--- src/rtl/array_adjust_engine.sv ---
// array_adjust_engine: walks LENGTH words from BASE in a sync-read memory,
// adjusting each by +/-DELTA around THRESHOLD and counting words above it.
//
// Ports:
//   clock, reset        rising-edge clock, synchronous active-high reset
//   start               one-cycle request, only honoured while idle
//   base_addr, length   first address and word count (0..2**ADDR_W)
//   mode                0: above-threshold words subtract, others add
//                       1: above-threshold words add, others subtract
//   mem_rdata           memory read data, one cycle after mem_addr
//   mem_addr, mem_wdata, mem_we  registered memory command outputs
//   busy, done          run in progress / one-cycle end-of-run pulse
//   hi_count            words above THRESHOLD in the last run
//
// Build option: define ADJ_SATURATE_EN to clamp results to 0 / 2**DATA_W-1.
// Without it, add and subtract wrap modulo 2**DATA_W.

module array_adjust_engine #(
    parameter int                DATA_W    = 8,
    parameter int                ADDR_W    = 8,
    parameter logic [DATA_W-1:0] THRESHOLD = DATA_W'(109),
    parameter logic [DATA_W-1:0] DELTA     = DATA_W'(13)
) (
    input  logic              clock,
    input  logic              reset,
    input  logic              start,
    input  logic [ADDR_W-1:0] base_addr,
    input  logic [ADDR_W:0]   length,
    input  logic              mode,
    input  logic [DATA_W-1:0] mem_rdata,
    output logic [ADDR_W-1:0] mem_addr,
    output logic [DATA_W-1:0] mem_wdata,
    output logic              mem_we,
    output logic              busy,
    output logic              done,
    output logic [ADDR_W:0]   hi_count
);

    typedef enum logic [2:0] {
        S_IDLE,
        S_ADDR,
        S_WAIT,
        S_READ,
        S_CMP,
        S_WRITE,
        S_NEXT,
        S_DONE
    } state_t;

    state_t            state_q, state_d;
    logic [ADDR_W-1:0] ptr_q, ptr_d;
    logic [ADDR_W:0]   remaining_q, remaining_d;
    logic              mode_q, mode_d;
    logic [DATA_W-1:0] elem_q, elem_d;
    logic [ADDR_W-1:0] mem_addr_q, mem_addr_d;
    logic [DATA_W-1:0] mem_wdata_q, mem_wdata_d;
    logic              mem_we_q, mem_we_d;
    logic              busy_q, busy_d;
    logic              done_q, done_d;
    logic [ADDR_W:0]   hi_count_q, hi_count_d;

    // Adjustment datapath, one extra bit to catch carry / borrow.
    logic              gt;
    logic              do_add;
    logic [DATA_W:0]   sum;
    logic [DATA_W:0]   diff;
    logic [DATA_W-1:0] adj;

    always_comb begin
        gt     = (elem_q > THRESHOLD);
        do_add = mode_q ? gt : ~gt;
        sum    = {1'b0, elem_q} + {1'b0, DELTA};
        diff   = {1'b0, elem_q} - {1'b0, DELTA};
`ifdef ADJ_SATURATE_EN
        if (do_add) begin
            adj = sum[DATA_W] ? {DATA_W{1'b1}} : sum[DATA_W-1:0];
        end else begin
            // diff[DATA_W] set means the subtraction borrowed.
            adj = diff[DATA_W] ? {DATA_W{1'b0}} : diff[DATA_W-1:0];
        end
`else
        adj = do_add ? sum[DATA_W-1:0] : diff[DATA_W-1:0];
`endif
    end

    always_comb begin
        state_d     = state_q;
        ptr_d       = ptr_q;
        remaining_d = remaining_q;
        mode_d      = mode_q;
        elem_d      = elem_q;
        mem_addr_d  = mem_addr_q;
        mem_wdata_d = mem_wdata_q;
        mem_we_d    = 1'b0;
        busy_d      = busy_q;
        done_d      = 1'b0;
        hi_count_d  = hi_count_q;

        unique case (state_q)
            S_IDLE: begin
                if (start) begin
                    ptr_d       = base_addr;
                    remaining_d = length;
                    mode_d      = mode;
                    hi_count_d  = '0;
                    busy_d      = 1'b1;
                    state_d     = (length == '0) ? S_DONE : S_ADDR;
                end
            end
            S_ADDR: begin
                mem_addr_d = ptr_q;
                state_d    = S_WAIT;
            end
            S_WAIT: begin
                state_d = S_READ;
            end
            S_READ: begin
                elem_d  = mem_rdata;
                state_d = S_CMP;
            end
            S_CMP: begin
                hi_count_d  = hi_count_q + {{ADDR_W{1'b0}}, gt};
                mem_wdata_d = adj;
                // Registered strobe: high during the WRITE cycle.
                mem_we_d    = 1'b1;
                state_d     = S_WRITE;
            end
            S_WRITE: begin
                state_d = S_NEXT;
            end
            S_NEXT: begin
                ptr_d       = ptr_q + 1'b1;
                remaining_d = remaining_q - 1'b1;
                state_d     = (remaining_q == {{ADDR_W{1'b0}}, 1'b1})
                              ? S_DONE : S_ADDR;
            end
            S_DONE: begin
                done_d  = 1'b1;
                busy_d  = 1'b0;
                state_d = S_IDLE;
            end
            default: begin
                state_d = S_IDLE;
            end
        endcase
    end

    always_ff @(posedge clock) begin
        if (reset) begin
            state_q     <= S_IDLE;
            ptr_q       <= '0;
            remaining_q <= '0;
            mode_q      <= 1'b0;
            elem_q      <= '0;
            mem_addr_q  <= '0;
            mem_wdata_q <= '0;
            mem_we_q    <= 1'b0;
            busy_q      <= 1'b0;
            done_q      <= 1'b0;
            hi_count_q  <= '0;
        end else begin
            state_q     <= state_d;
            ptr_q       <= ptr_d;
            remaining_q <= remaining_d;
            mode_q      <= mode_d;
            elem_q      <= elem_d;
            mem_addr_q  <= mem_addr_d;
            mem_wdata_q <= mem_wdata_d;
            mem_we_q    <= mem_we_d;
            busy_q      <= busy_d;
            done_q      <= done_d;
            hi_count_q  <= hi_count_d;
        end
    end

    assign mem_addr  = mem_addr_q;
    assign mem_wdata = mem_wdata_q;
    assign mem_we    = mem_we_q;
    assign busy      = busy_q;
    assign done      = done_q;
    assign hi_count  = hi_count_q;

endmodule

--- config.mk ---
export PLATFORM = sky130hd
export DESIGN_NAME = array_adjust_engine
export DESIGN_NICKNAME = d
export VERILOG_FILES = /design/src/rtl/array_adjust_engine.sv
export SDC_FILE = /design/constraint.sdc
export NUM_CORES = 1
export LEC_CHECK = 0
export ABC_AREA = 1
export BUFFER_PORTS_ARGS = -buffer_cell sky130_fd_sc_hd__buf_2
export CORE_ASPECT_RATIO = 1.4
export CORE_MARGIN = 4
export CORE_UTILIZATION = 30
export CTS_BUF_LIST = sky130_fd_sc_hd__clkbuf_8
export CTS_CLUSTER_DIAMETER = 150
export CTS_CLUSTER_SIZE = 8
export DETAILED_ROUTE_END_ITERATION = 6
export HOLD_SLACK_MARGIN = 0.03
export SLEW_MARGIN = 10
export SYNTH_ARGS = -nofsm -noshare
export SYNTH_HDL_FRONTEND = slang
export SYNTH_SLANG_ARGS = --single-unit
--- constraint.sdc ---
create_clock -name clock -period 2.9 [get_ports clock]
set_input_delay 0 -clock clock [delete_from_list [all_inputs] [get_ports clock]]
set_output_delay 0 -clock clock [all_outputs]
set_load 0.05 [all_outputs]
==> results_dict.tcl, run 1 <==
set metrics [dict create \
    drcViolationCount 0 \
    route.vias.total 3028 \
    final-max-slew-violation-count 0 \
    syn_area_um2 2900 \
    timing.critical_path.arrival_ps 2520 \
    dp_cells 577 \
    syn-mean-instance-area_um2 6.91 \
    initial_standard_cell_utilization_of_the_core 0.307 \
    cp_cell_sequence "inv_1 > nand2_1 > nor2_1 > buf_4 > inv_1 > nand2_1 > o21ai_0 > o21bai_1 > inv_1" \
    clock_power_share 0.406 \
    placement.setup.worst_slack_ps 684 \
    design.die.area_um2 11300 \
    leakagePower_uw 0.00171 \
    io_buffer_count 56 \
    detail_route.first_pass.iterations 4 \
    finalNonFillerCells 618 \
    path_max_fanout 15 \
    cts_resized 0 \
    report.final.setup_viol 0 \
    pwr-share-seq 0.434 \
    net_sw_frac 0.295 \
    area_delta_synth_final_pct 29.8 \
    number_of_global_route_vias_before_repair 2933 \
    layout.nets 539 \
    synth_cell_types 34 \
    clk_transition_reported_paths_ps 70 \
    chipWidth_um 91.2 \
    floorplan.rows 42 \
    classification_of_the_worst_setup_path "reg -> reg" \
    worst_slew_margin_relative_to_its_limit 0.514 \
    tritoncts "yes" \
    critical_path_required_ps 3150 \
    rsz0062_at_grt "no" \
    ir_drop_uv 215 \
    grt_remaining_overflow 0 \
    syn-num-nets 456 \
    fin_crit_ps 2270 \
    ctsLongestPathBuffers 2 \
    async_reset_ff_frac 0 \
    place.detailed.hpwl_mm 5.84 \
    pin_count 57 \
    share_of_the_clock_period_used_by_the_worst_path 0.784 \
    cts.root.buffer_cell "sky130_fd_sc_hd__clkbuf_8" \
    start_kind "register" \
    final_util 0.399 \
    pin_count_of_the_biggest_net_entering_global_routing 32 \
    final_critical_path_setup_slack_ps 626 \
    fp.coreArea_um2 9460 \
    finClkSkew_ps 13.5 \
    combinational_fraction_of_design_power 0.160 \
    total_switching_power_uw 579 \
    postRouteWirelength_mm 8.02 \
    synth_enable_flop_cells 0 \
    delay_contributed_by_the_slowest_stage_of_the_critical_path_ps 390 \
    hold_crit_path_type "in -> reg" \
    grt_antenna_before_repair 0 \
    antenna_violating_nets_post_route 0 \
    synth_warnings 0 \
    die-height_um 124 \
    drv.max_cap_violation_count 0 \
    worstSkewPairLatency_ps 350 \
    filler_cell_count 1036 \
    worstMarginPinSlew_ps 728 \
    intPower_uw 1380 \
    first_pass_grt_wire_length_mm 13.6 \
    drt_first_iter_violations 109 \
    num_antenna_cells 0 \
    timing.fmax_mhz 440 \
    synth.ff_latch_count 57 \
    placement.cell_area_um2 3300 \
    tritoncts.num_buffers 9 \
    cts.sink_count 57 \
    critical_path.slowest_cell "sky130_fd_sc_hd__dfxtp_1" \
    hold_violations 0 \
    synth_top_flop_cell "sky130_fd_sc_hd__dfxtp_1" \
    non_filler_cell_area_final_um2 3770 \
    htree_num_levels 3 \
    routabilityCongestion 0.874 \
    post_drt_via_cell_ratio 4.90 \
    most_frequent_cp_cell "sky130_fd_sc_hd__inv_1" \
    synth_sequential_area_ratio 0.393 \
    grt_usage 0.147 \
    outcome "finished, final reports clean" \
    netlist_instances 420 \
    setup_tns_ps 0 \
    power_density_nw_per_um2 521 \
    post_drt_wl_per_cell_um 13.0 \
    post_route_cells_drive_above_1_share 0.175 \
    setup.worst_path.end_class "register" \
]
==> power groups by stage <==
stage | clock network (µW) | logic [µW] | registers (µW)
2_1_floorplan | 0 | 185 | 887
3_3_place_gp | 0 | 284 | 869
3_5_place_dp | 0 | 287 | 869
4_1_cts | 823 | 314 | 852
5_1_grt | 855 | 355 | 857
6_report | 798 | 313 | 852
==> stage by stage <==
stage	power (µW)	hold WS, ps
6_report	1960	65.5
5_1_grt	2070	78.7
4_1_cts	1990	31.6
3_5_place_dp	1160	239
3_3_place_gp	1150	233
2_1_floorplan	1070	105
==> cells in the final DEF (no fill, tap or decap), types with 3 or more instances in the layout <==
| cell | netlist | layout |
|---|---|---|
| sky130_fd_sc_hd__nor2_1 | 40 | 40 |
| sky130_fd_sc_hd__nand3_1 | 40 | 40 |
| sky130_fd_sc_hd__nand4_1 | 3 | 3 |
| sky130_fd_sc_hd__o211ai_1 | 4 | 4 |
| sky130_fd_sc_hd__dlygate4sd3_1 | 0 | 25 |
| sky130_fd_sc_hd__nor3_1 | 4 | 4 |
| sky130_fd_sc_hd__nand2_2 | 5 | 5 |
| sky130_fd_sc_hd__clkbuf_8 | 0 | 11 |
| sky130_fd_sc_hd__a221oi_1 | 3 | 3 |
| sky130_fd_sc_hd__a211oi_1 | 5 | 5 |
| sky130_fd_sc_hd__buf_2 | 2 | 56 |
| sky130_fd_sc_hd__inv_1 | 48 | 48 |
| sky130_fd_sc_hd__a22oi_1 | 3 | 3 |
| sky130_fd_sc_hd__ha_1 | 7 | 7 |
| sky130_fd_sc_hd__dfxtp_1 | 57 | 57 |
| sky130_fd_sc_hd__clkinv_4 | 0 | 3 |
| sky130_fd_sc_hd__nand2_1 | 93 | 93 |
| sky130_fd_sc_hd__a31oi_1 | 5 | 5 |
| sky130_fd_sc_hd__or2_2 | 3 | 3 |
| sky130_fd_sc_hd__xor2_1 | 3 | 3 |
| sky130_fd_sc_hd__o21ai_0 | 29 | 29 |
| sky130_fd_sc_hd__buf_4 | 0 | 5 |
| sky130_fd_sc_hd__a21oi_1 | 34 | 34 |
==> timing repair <==
item | 4_1_cts | 5_1_grt
setup buffers | 0 | 0
hold endpoints to repair | 27 | 0
hold buffers | 25 | 0
==> Yosys cell counts, types with 3 or more instances <==
library cell / number / area [µm²]
sky130_fd_sc_hd__nand2_1: 93 / 349
sky130_fd_sc_hd__dfxtp_1: 57 / 1140
sky130_fd_sc_hd__inv_1: 48 / 180
sky130_fd_sc_hd__nand3_1: 40 / 200
sky130_fd_sc_hd__nor2_1: 40 / 150
sky130_fd_sc_hd__a21oi_1: 34 / 170
sky130_fd_sc_hd__o21ai_0: 29 / 145
sky130_fd_sc_hd__clkbuf_1: 12 / 45.0
sky130_fd_sc_hd__ha_1: 7 / 87.6
sky130_fd_sc_hd__a211oi_1: 5 / 37.5
sky130_fd_sc_hd__a31oi_1: 5 / 31.3
sky130_fd_sc_hd__nand2_2: 5 / 31.3
sky130_fd_sc_hd__nor3_1: 4 / 20.0
sky130_fd_sc_hd__o211ai_1: 4 / 30.0
sky130_fd_sc_hd__a221oi_1: 3 / 26.3
sky130_fd_sc_hd__a22oi_1: 3 / 22.5
sky130_fd_sc_hd__nand4_1: 3 / 18.8
sky130_fd_sc_hd__or2_2: 3 / 18.8
sky130_fd_sc_hd__xor2_1: 3 / 26.3
==> area by class of cell <==
type / count / area [µm²] / area share
multi-input cells: 300 / 1520 / 0.404
flip-flops and latches: 57 / 1140 / 0.303
repair buffers: 86 / 568 / 0.151
inverters: 49 / 184 / 0.0488
clock buffers: 11 / 151 / 0.0402
well taps: 110 / 138 / 0.0365
clock inverters: 5 / 63.8 / 0.0169
==> registers in the layout, indices dropped and copies added, names as in the netlist, 3 cells and up <==
name / count
mem_wdata: 8
state_q: 3
elem_q: 8
remaining_q: 9
mem_addr: 8
ptr_q: 8
hi_count: 9
==> per-layer routing <==
| layer | global-route usage | part of all wire | up-vias |
|---|---|---|---|
| met5 | 0 | 0 | - |
| met4 | 0.0622 | 0.017 | 0 |
| met3 | 0.0308 | 0.040 | 10 |
| met2 | 0.263 | 0.53 | 64 |
| met1 | 0.167 | 0.41 | 1381 |
| li1 | - | - | 1573 |
==> final timing paths <==
kind,from,to,slack (ps),cells after the start
hold / removal,base_addr[5],ptr_q[5]$_SDFFE_PP0P_,70,3
setup reg to reg,state_q[2]$_SDFFE_PP0P_,remaining_q[7]$_SDFFE_PP0P_,630,9
setup / recovery,state_q[2]$_SDFFE_PP0P_,remaining_q[7]$_SDFFE_PP0P_,630,9
hold reg to reg,mem_addr[2]$_SDFFE_PP0P_,mem_addr[2]$_SDFFE_PP0P_,460,2
==> critical path: cells and delay by family (launching register included) <==
family / cells / cell delay, ps
AOI/OAI and AO/OA: 2 / 420
DFF: 1 / 390
buffers and inverters: 4 / 800
and+or+nand+nor: 3 / 570
==> cells by family after synthesis <==
family / share of synthesized area
fa+ha+maj: 0.0302
compound gates: 0.197
xor+xnor: 0.0151
buf+inv: 0.0823
flops: 0.393
simple gates: 0.283
Note: power is estimated with default switching activity, not from simulation.
==> run 2, diff against run 1 <==
==> constraint.sdc (replaced) <==
create_clock -name clock -period 1.95 [get_ports clock]
set_input_delay 0 -clock clock [delete_from_list [all_inputs] [get_ports clock]]
set_output_delay 0 -clock clock [all_outputs]
set_load 0.05 [all_outputs]
==> results_dict.tcl, run 2 (synthesis gave the netlist of run 1 again) <==
set metrics [dict create \
    die-height_um 124 \
    timing.critical_path.arrival_ps 2130 \
    chipWidth_um 91.2 \
    totalPowerFinal_uw 3140 \
    number_of_global_route_vias_before_repair 2935 \
    cp_cell_sequence "nand2_1 > inv_1 > nand2_2 > nand2_4 > ha_2 > ha_1 > inv_1 > nor3_2 > nand2_1 > nor2_2 > nand3_2 > nor2_2 > a21oi_1 > a211oi_1" \
    share_of_the_clock_period_used_by_the_worst_path 0.962 \
    pin_count 57 \
    leakagePower_uw 0.00184 \
    drv.max_cap_violation_count 0 \
    delay_contributed_by_the_slowest_stage_of_the_critical_path_ps 350 \
    report.final.setup_viol 0 \
    cts.root.buffer_cell "sky130_fd_sc_hd__clkbuf_8" \
    floorplan.rows 42 \
    first_pass_grt_wire_length_mm 13.5 \
    most-common-layout-cells "sky130_fd_sc_hd__nand2_1, sky130_fd_sc_hd__buf_2, sky130_fd_sc_hd__dfxtp_1, sky130_fd_sc_hd__inv_1, sky130_fd_sc_hd__nand3_1" \
    timing.fmax_mhz 533 \
    hold_crit_path_type "in -> reg" \
    ctsLongestPathBuffers 2 \
    routabilityCongestion 0.882 \
    tritoncts "yes" \
    placement.cell_area_um2 3420 \
    start_kind "register" \
    cts.sink_count 57 \
    area_delta_synth_final_pct 38.6 \
    detail_route.first_pass.iterations 4 \
    classification_of_the_worst_setup_path "reg -> reg" \
    drt_first_iter_violations 72 \
    grt_remaining_overflow 0 \
    combinational_fraction_of_design_power 0.162 \
    dp_cells 593 \
    postRouteWirelength_mm 8.36 \
    post_drt_wl_per_cell_um 13.2 \
    htree_num_levels 3 \
    tritoncts.num_buffers 9 \
    grt_usage 0.146 \
    critical_path.slowest_cell "sky130_fd_sc_hd__dfxtp_2" \
    fin_crit_ps 1870 \
    pwr-share-seq 0.404 \
    worstSkewPairLatency_ps 340 \
    total_switching_power_uw 843 \
    final-max-slew-violation-count 0 \
    post_drt_via_cell_ratio 4.94 \
    route.vias.total 3140 \
    non_filler_cell_area_final_um2 4030 \
    intPower_uw 2300 \
    drcViolationCount 0 \
    multi_input_comb_area_um2 1620 \
    place.detailed.hpwl_mm 6.06 \
    filler_cell_count 966 \
    num_antenna_cells 0 \
    worst-path-buf-inv 2 \
    post_route_cells_drive_above_1_share 0.244 \
    layout.nets 556 \
    finalNonFillerCells 635 \
    outcome "finished, final reports clean" \
    rsz0062_at_grt "yes" \
    ir_drop_uv 313 \
    worstMarginPinSlew_ps 409 \
    finClkSkew_ps 8.92 \
    setup_tns_ps 0 \
    pin_count_of_the_biggest_net_entering_global_routing 31 \
    clock_power_share 0.434 \
    design.die.area_um2 11300 \
    initial_standard_cell_utilization_of_the_core 0.307 \
    antenna_violating_nets_post_route 0 \
    clk_transition_reported_paths_ps 70 \
    fp.coreArea_um2 9460 \
    layout.cells.most_common "sky130_fd_sc_hd__nand2_1" \
    critPathTopFamily "simple AND/OR/NAND/NOR gates" \
    grt_antenna_before_repair 0 \
    register_area_um2 1150 \
    io_buffer_count 56 \
    net_sw_frac 0.268 \
    path_max_fanout 4 \
    setup.worst_path.end_class "register" \
    power_density_nw_per_um2 780 \
    critical_path_required_ps 2200 \
    hold_violations 0 \
    worst_slew_margin_relative_to_its_limit 0.725 \
]
## run 2: cell types whose count changed in the layout (fill, tap and decap cells not counted), sizes merged
cell         previous run  this run
buf                    61        77
bufinv                  1         3
clkinv                  4         2
clkbuf                 11        10
dlygate4sd3            25        26
inv                    48        49
## run 2: cell type report
class	count	share of cell area
Sequential cell	57	0.285
Multi-Input combinational cell	300	0.401
Clock inverter	6	0.0264
Inverter	49	0.0457
Timing Repair Buffer	103	0.173
Clock buffer	10	0.0342
Tap cell	110	0.0342
## run 2: path summary, 6_finish.rpt
kind	from	endpoint	slack, ps	cells past startpoint
worst max-delay path	elem_q[5]$_SDFFE_PP0P_	hi_count[8]$_SDFFE_PP0P_	80	14
worst max register to register	elem_q[5]$_SDFFE_PP0P_	hi_count[8]$_SDFFE_PP0P_	80	14
worst min-delay path	reset	mem_wdata[5]$_SDFFE_PP0P_	60	6
worst min register to register	mem_addr[6]$_SDFFE_PP0P_	mem_addr[6]$_SDFFE_PP0P_	470	2
## run 2: power groups by stage
stage / Sequential (µW) / Clock (µW) / Combinational, µW
final: 1270 / 1360 / 509
after global routing: 1280 / 1440 / 569
after CTS: 1270 / 1390 / 491
after detailed placement: 1290 / 0 / 448
after global placement: 1290 / 0 / 444
after floorplan: 1320 / 0 / 275
## run 2: per-stage QoR
stage,utilization,setup WS [ps],hold slack [ps]
after floorplan,-,3.48,105
after global placement,0.362,96.1,234
after detailed placement,0.362,-45.1,247
after CTS,0.416,21.1,37.2
after global routing,0.426,-66.0,46.8
final,0.426,75.0,55.1
## run 2: worst register-to-register path, stage by stage (launching register included)
cell                       delay, ps
sky130_fd_sc_hd__dfxtp_2         350
sky130_fd_sc_hd__nand2_1          50
sky130_fd_sc_hd__inv_1            70
sky130_fd_sc_hd__nand2_2          90
sky130_fd_sc_hd__nand2_4          90
sky130_fd_sc_hd__ha_2            180
sky130_fd_sc_hd__ha_1            130
sky130_fd_sc_hd__inv_1            60
sky130_fd_sc_hd__nor3_2          130
sky130_fd_sc_hd__nand2_1         110
sky130_fd_sc_hd__nor2_2          130
sky130_fd_sc_hd__nand3_2         100
sky130_fd_sc_hd__nor2_2          110
sky130_fd_sc_hd__a21oi_1          50
sky130_fd_sc_hd__a211oi_1        160
## run 2: repair_timing
action | in CTS | in global routing
hold endpoints to repair | 28 | 0
gates resized for setup | 1 | 28
setup buffers | 0 | 0
setup endpoints to repair | 1 | 7
hold buffers | 26 | 0
pin swaps | 0 | 4
## run 2: layer usage
layer / GRT usage / vias up / wire [µm]
li1: - / 1606 / -
met1: 0.157 / 1454 / 3400
met2: 0.271 / 66 / 4450
met4: 0.0622 / 0 / 185
met5: 0 / - / 0
met3: 0.0302 / 14 / 320
